`src/rtl/demux_pkg.sv`:
```
// Shared constants for the four-channel demultiplexer: channel count, index width,
// channel identifiers and accept-counter width.
package demux_pkg;

  localparam int NUM_CH = 4;
  localparam int CH_W   = 2;
  localparam int CNT_W  = 8;

  localparam logic [CH_W-1:0] CH_A = 2'd0;
  localparam logic [CH_W-1:0] CH_B = 2'd1;
  localparam logic [CH_W-1:0] CH_C = 2'd2;
  localparam logic [CH_W-1:0] CH_D = 2'd3;

  // Round-robin successor; the 2-bit index wraps D -> A naturally.
  function automatic logic [CH_W-1:0] next_ch(input logic [CH_W-1:0] ch);
    return ch + 1'b1;
  endfunction

endpackage

```
`src/rtl/demux_slot.sv`:
```
// One-entry output buffer for a single channel. A load wins over a delivery in the
// same cycle, so a simultaneous drain-and-refill keeps valid high with the new word.
module demux_slot #(
  parameter int N = 8
) (
  input  logic         clk,
  input  logic         rst,
  input  logic         load,
  input  logic         deliver,
  input  logic [N-1:0] load_data,
  output logic [N-1:0] data,
  output logic         valid
);

  logic [N-1:0] data_q, data_d;
  logic         valid_q, valid_d;

  always_comb begin
    data_d  = data_q;
    valid_d = valid_q;
    if (load) begin
      data_d  = load_data;
      valid_d = 1'b1;
    end else if (deliver) begin
      // Data is deliberately left in place after delivery.
      valid_d = 1'b0;
    end
  end

  always_ff @(posedge clk) begin
    if (rst) begin
      data_q  <= '0;
      valid_q <= 1'b0;
    end else begin
      data_q  <= data_d;
      valid_q <= valid_d;
    end
  end

  assign data  = data_q;
  assign valid = valid_q;

endmodule

```
`src/rtl/nbit_demux.sv`:
```
// Routes N-bit words into one of four single-entry channel buffers, selected either
// by in_sel or by an internal round-robin pointer, and counts accepted words.
module nbit_demux
  import demux_pkg::*;
#(
  parameter int N = 8
) (
  input  logic                clk,
  input  logic                rst,
  input  logic                auto_mode,
  input  logic [N-1:0]        in_data,
  input  logic [CH_W-1:0]     in_sel,
  input  logic                in_valid,
  output logic                in_ready,
  output logic [NUM_CH*N-1:0] out_data,
  output logic [NUM_CH-1:0]   out_valid,
  input  logic [NUM_CH-1:0]   out_ready,
  output logic [CH_W-1:0]     rr_ptr,
  output logic [CNT_W-1:0]    acc_cnt
);

  logic [CH_W-1:0]   rr_ptr_q, rr_ptr_d;
  logic [CNT_W-1:0]  acc_cnt_q, acc_cnt_d;
  logic [CH_W-1:0]   target;
  logic              accept;
  logic [NUM_CH-1:0] load;
  logic [NUM_CH-1:0] deliver;

  // A channel can take a word if it is empty or is being drained this cycle.
  always_comb begin
    target   = auto_mode ? rr_ptr_q : in_sel;
    in_ready = ~out_valid[target] | out_ready[target];
    accept   = in_valid & in_ready;
  end

  always_comb begin
    rr_ptr_d  = rr_ptr_q;
    acc_cnt_d = acc_cnt_q;
    if (accept) begin
      acc_cnt_d = acc_cnt_q + 1'b1;
      if (auto_mode) begin
        rr_ptr_d = next_ch(rr_ptr_q);
      end
    end
  end

  always_ff @(posedge clk) begin
    if (rst) begin
      rr_ptr_q  <= CH_A;
      acc_cnt_q <= '0;
    end else begin
      rr_ptr_q  <= rr_ptr_d;
      acc_cnt_q <= acc_cnt_d;
    end
  end

  generate
    for (genvar gi = 0; gi < NUM_CH; gi++) begin : g_slot
      assign load[gi]    = accept & (target == CH_W'(gi));
      assign deliver[gi] = out_valid[gi] & out_ready[gi];

      demux_slot #(.N(N)) u_slot (
        .clk       (clk),
        .rst       (rst),
        .load      (load[gi]),
        .deliver   (deliver[gi]),
        .load_data (in_data),
        .data      (out_data[gi*N +: N]),
        .valid     (out_valid[gi])
      );
    end
  endgenerate

  assign rr_ptr  = rr_ptr_q;
  assign acc_cnt = acc_cnt_q;

endmodule

```
`config.mk`:
```
export PLATFORM = sky130hd
export DESIGN_NAME = nbit_demux
export DESIGN_NICKNAME = d
export VERILOG_FILES = /design/src/rtl/demux_pkg.sv /design/src/rtl/demux_slot.sv /design/src/rtl/nbit_demux.sv
export SDC_FILE = /design/constraint.sdc
export NUM_CORES = 1
export LEC_CHECK = 0
export CAP_MARGIN = 0
export CORE_MARGIN = 4
export CORE_UTILIZATION = 41
export CTS_CLUSTER_DIAMETER = 80
export CTS_CLUSTER_SIZE = 14
export DETAILED_ROUTE_END_ITERATION = 16
export MAX_ROUTING_LAYER = met4
export PLACE_DENSITY = 0.85
export SYNTH_ARGS = -nofsm -noshare
export SYNTH_HDL_FRONTEND = slang
export SYNTH_HIERARCHICAL = 1
export SYNTH_SLANG_ARGS = --single-unit
```
`constraint.sdc`:
```
create_clock -name clk -period 2.8 [get_ports clk]
set_input_delay 0.84 -clock clk [delete_from_list [all_inputs] [get_ports clk]]
set_output_delay 0.84 -clock clk [all_outputs]
set_load 0.05 [all_outputs]
```
== Word-level counts from Yosys, hierarchy flattened ==
Cells that the tools add are included.
Widths: inputs -> output; s select.

* Logic and storage cells: 46
* Flip-flop bits (word level): 46

* Bitwise operators: 11
* Eq/ne operators: 3
* Multiplexer cells: 13
* Add/sub/neg operators: 2
* Magnitude comparators: 1
* Reductions and logical operators: 6

{| class="wikitable"
|+ Operator list
! operator !! number
|-
| $mux 1 || 10
|-
| $and 1x1->1 || 9
|-
| $add 8x1->8 const B || 1
|-
| $reduce_bool 2->1 || 4
|-
| $bmux 1 s2 || 2
|-
| $eq 2x2->1 const B || 2
|-
| $lt 2x3->1 const B || 1
|-
| $add 2x1->2 const B || 1
|-
| $eq 2x1->1 const B || 1
|-
| $logic_not 2->1 || 1
|-
| $mux 2 || 1
|-
| $reduce_and 2->1 || 1
|-
| $not 1->1 || 1
|-
| $or 1x1->1 || 1
|}

== Longest topological paths before layout ==
* Depth after elaboration: 8
* Depth in mapped cells: 8
* Gate-level depth less buffers: 6

== Hierarchy ==
The synthesis kept the hierarchy.

{| class="wikitable"
|+ Modules (own cells, without submodules)
! module !! area an instance (um^2) !! cells each !! instances
|-
| demux_slot || 321.6 || 30 || 4
|-
| nbit_demux || 659.4 || 81 || 1
|}

== Least setup slack after synthesis ==
OpenSTA, ideal clock, no wires.

* Path type: input to output
* Start: in auto_mode
* End: out in_ready
* Path buffers: 1
* Required time: 1,960 ps
* Arrival: 2,058 ps
* Path slack: -98 ps
* Stages on the path: 5
* Cell sequence: buf_6 > mux2i_4 > mux2i_1 > mux2_4 > inv_1

* Word-level cells in the longest chain between the ends: 5
* Elaborated cells on any way between the ends: 7

{| class="wikitable"
|+ RTL lines
! element !! line !! RTL
|-
| start: declaration || nbit_demux.sv:10 || <nowiki>input logic auto_mode,</nowiki>
|-
| $mux 2 (*) || nbit_demux.sv:31 || <nowiki>target = auto_mode ? rr_ptr_q : in_sel;</nowiki>
|-
| $bmux 1 s2 || nbit_demux.sv:32 || <nowiki>in_ready = ~out_valid[target] | out_ready[target];</nowiki>
|-
| $mux 1 (not written as such) || nbit_demux.sv:32 ||
|-
| $not 1->1 || nbit_demux.sv:32 ||
|-
| $or 1x1->1 (*) || nbit_demux.sv:32 ||
|-
| end: declaration || nbit_demux.sv:14 || <nowiki>output logic in_ready,</nowiki>
|}

Mark *: on every way between the ends. The rest lies on a longest branch, timed or not. The select of a mux whose other input is x is not followed.

== Worst setup path after layout ==
* Start: in in_sel[0]
* End: out in_ready

* Word-level cells in the longest chain between the ends: 5
* Elaborated cells on any way between the ends: 7

{| class="wikitable"
|+ RTL lines
! element !! line !! RTL
|-
| start: declaration || nbit_demux.sv:12 || <nowiki>input logic [CH_W-1:0] in_sel,</nowiki>
|-
| $mux 2 (*) || nbit_demux.sv:31 ||
|-
| $bmux 1 s2 || nbit_demux.sv:32 ||
|-
| $mux 1 (not written as such) || nbit_demux.sv:32 ||
|-
| $not 1->1 || nbit_demux.sv:32 ||
|-
| $or 1x1->1 (*) || nbit_demux.sv:32 ||
|}

Marks and branches as above.

==> metrics.cfg <==
[clock_tree]
cts_hold_buf = 0
cts_tree = done
numCtsBuffers = 5
path_clk_slew_ns = 0.08
cts.sinks = 46
cts.path.max_buffers = 2
cts_root_buffer = clkbuf_8
cts_max_level = 2
clk_latency_ns = 0.29

[place]
hpwl_um = 3580
gp_congestion = 0.812
placed_cells = 323
io_buffers = 64
post-place-ws_ns = -0.472

[finish]
antenna-diode-count = 0
area_growth_pct = 46.6
stdcell_count = 332
fin_nets = 298
drive_gt1_share_pct = 14.6
n_fill_cell = 391

[route]
first_iter_violations = 92
antenna_left = 0
drtPass1Iterations = 4
drt_wl_total_um = 4800
viasPerCell = 4.98
via_count = 1652
drc = 0
wl_per_cell_um = 14.5

[sta]
rsz0062_at_grt = no
setup_ws_ns = 0.0794
final.min_clock_period_ns = 2.72
period_share_pct = 97.2
drv_slew = 0
skew_ns = 0.00608
tns_ns = 0
setup_violations = 0
hold_viol_final = 0
tightest_slew_ns = 0.536
relSlewSlack_pct = 64.1
max_freq_mhz = 368

[flow_run]
drv_cap = 0

[global_routing]
grt_usage_pct = 17.0
overflow = 0
grt_max_degree = 31
antenna_found_initial = 0
grt_pass1_vias = 1614
grt_pass1_wl_um = 7830

[floorplanning]
start_util_pct = 43.5
die_w_um = 76.9
fp.coreArea_mm2 = 0.00447
dieArea_mm2 = 0.00591
core.rowCount = 24
die_h_um = 76.9
ios = 65

[yosys]
postSynthCellCount = 201
synth_cell_types = 31
synth_flop_cell = dfxtp_1
synth-adder-area-share_pct = 0.643
synth.most_common_cell = dfxtp_1
avgSynthCellArea_um2 = 9.68
synth-edff-count = 0
synth_compound_area_share_pct = 5.14
synth_top_area_share_pct = 47.3
synth_top_family_by_area = multiplexers
synth_nets = 220
ys_ff_latch = 46
synthTopCellsByArea = dfxtp_1 (47%), mux2i_1 (19%), nor2_1 (8.1%)
yosysSeqAreaShare_pct = 47.3
synth_xor_area_share_pct = 1.35
synth_top_area_cell = dfxtp_1
syn_area_mm2 = 0.00195
synthArstFlopShare_pct = 0
yosys.area_share.simple_pct = 18.5
yosys_warnings = 6
muxShareOfSynthArea_pct = 21.6
netlist_top_cells_count = dfxtp_1 (46), nor2_1 (42), mux2i_1 (36)

[min_path]
whs_path_depth = 2
min_from = g_slot[1].u_slot/data[3]
worstHoldPathType = register to register
whs_endpoint = g_slot[1].u_slot/data[3]

[critical_path]
r2r_slack_ns = 0.78
cp.arrival_ns = 1.88
worst-r2r-cell-count = 7
r2r_end = acc_cnt[7]
cp-end-kind = output pin
crit_type = input pin to output pin
r2r-start = rr_ptr[1]
crit_fanout = 2
required_ns = 1.96
cp-start-kind = input pin

[power]
p_switching_mw = 0.453
clkPwrFrac_pct = 32.0
sw_frac_of_total_pct = 29.3
p_leak_nw = 1.08
comb_power_share_pct = 22.0
cellInternalPower_mw = 1.09
power.total_mw = 1.54
sequentialPowerShare_pct = 46.0
p_per_area_mw_per_mm2 = 541
ir_worst_vdd_mv = 0.289

[run_status]
status = completed

[worst max-delay path: stages]
cell and delay (ns):
dlygate4sd2_1 0.25, mux2_4 0.28, mux2_4 0.31, inv_2 0.06, buf_8 0.13
[worst max path at each step]
stage	start	end	slack, ns	cells after the start
2_1_floorplan	auto_mode	in_ready	-0.07	5
3_3_place_gp	auto_mode	in_ready	-0.38	6
3_5_place_dp	auto_mode	in_ready	-0.47	6
4_1_cts	auto_mode	in_ready	0.003	6
5_1_grt	auto_mode	in_ready	0.01	6
6_report	in_sel[0]	in_ready	0.08	5
[cell families (layout without fill, tap and decap cells)]
family,count (synthesis),in the layout
AOI/OAI and AO/OA,17,17
buffers and inverters,17,96
muxes,40,40
xor gates and xnor gates,3,3
and+or+nand+nor,77,77
adders and majority gates,1,1
DFF,46,46
[metal layers]
| layer | wire [µm] | GRT usage [%] | part of all wire (%) |
|---|---|---|---|
| met1 | 2170 | 20.7 | 45 |
| met2 | 2430 | 28.4 | 51 |
| met3 | 166 | 3.63 | 3.5 |
| met4 | 36 | 4.89 | 0.75 |
| met5 | 0 | - | 0 |
[cells in the final DEF, fill, tap and decap left out, types with 2 or more instances in the layout]
cell,n
clkbuf_8,5
nand2_1,5
dfxtp_1,46
o22ai_1,3
dlygate4sd2_1,5
nand3_1,7
mux2i_2,2
nand2b_1,5
or4_1,3
a21oi_1,9
xnor2_1,3
o31ai_1,3
mux2_4,2
mux2i_1,34
and2_1,4
clkdlybuf4s50_1,56
nand2b_4,4
inv_1,5
buf_4,18
nor2_1,42
[final cells by class]
class | count | area [µm²] | area share [%]
sequential | 46 | 921 | 32.3
clock buffer | 5 | 68.8 | 2.41
inverter | 6 | 22.5 | 0.790
tap | 52 | 65.1 | 2.28
multi-input combinational | 138 | 960 | 33.7
clock inverter | 3 | 43.8 | 1.54
timing repair buffer | 82 | 771 | 27.0
[flip-flops by register name, summed over array words and instances (netlist names)]
register	count
g_slot.u_slot/valid	4
g_slot.u_slot/data	32
acc_cnt	8
rr_ptr	2
[power groups by stage]
stage / combinational (mW) / sequential (mW) / clock [mW]
finish: 0.339 / 0.709 / 0.494
CTS: 0.340 / 0.709 / 0.506
floorplan: 0.112 / 0.820 / 0
detailed placement: 0.334 / 0.722 / 0
global route: 0.359 / 0.714 / 0.532
global placement: 0.330 / 0.721 / 0
[per-stage QoR]
stage	util (%)	instance area, µm²	hold slack, ns
after global routing	63.7	2850	0.529
after CTS	63.5	2840	0.501
after floorplan	-	1950	0.712
after detailed placement	60.3	2700	0.479
after global placement	60.3	2700	0.473
final	63.7	2850	0.498
[repair_timing]
item                                    CTS  global route
hold endpoints to repair                  0             0
endpoints found under the setup margin    1             1
resized for setup                        20             3
buffers inserted                          0             1
No activity file was read; power rests on OpenSTA's default activity.
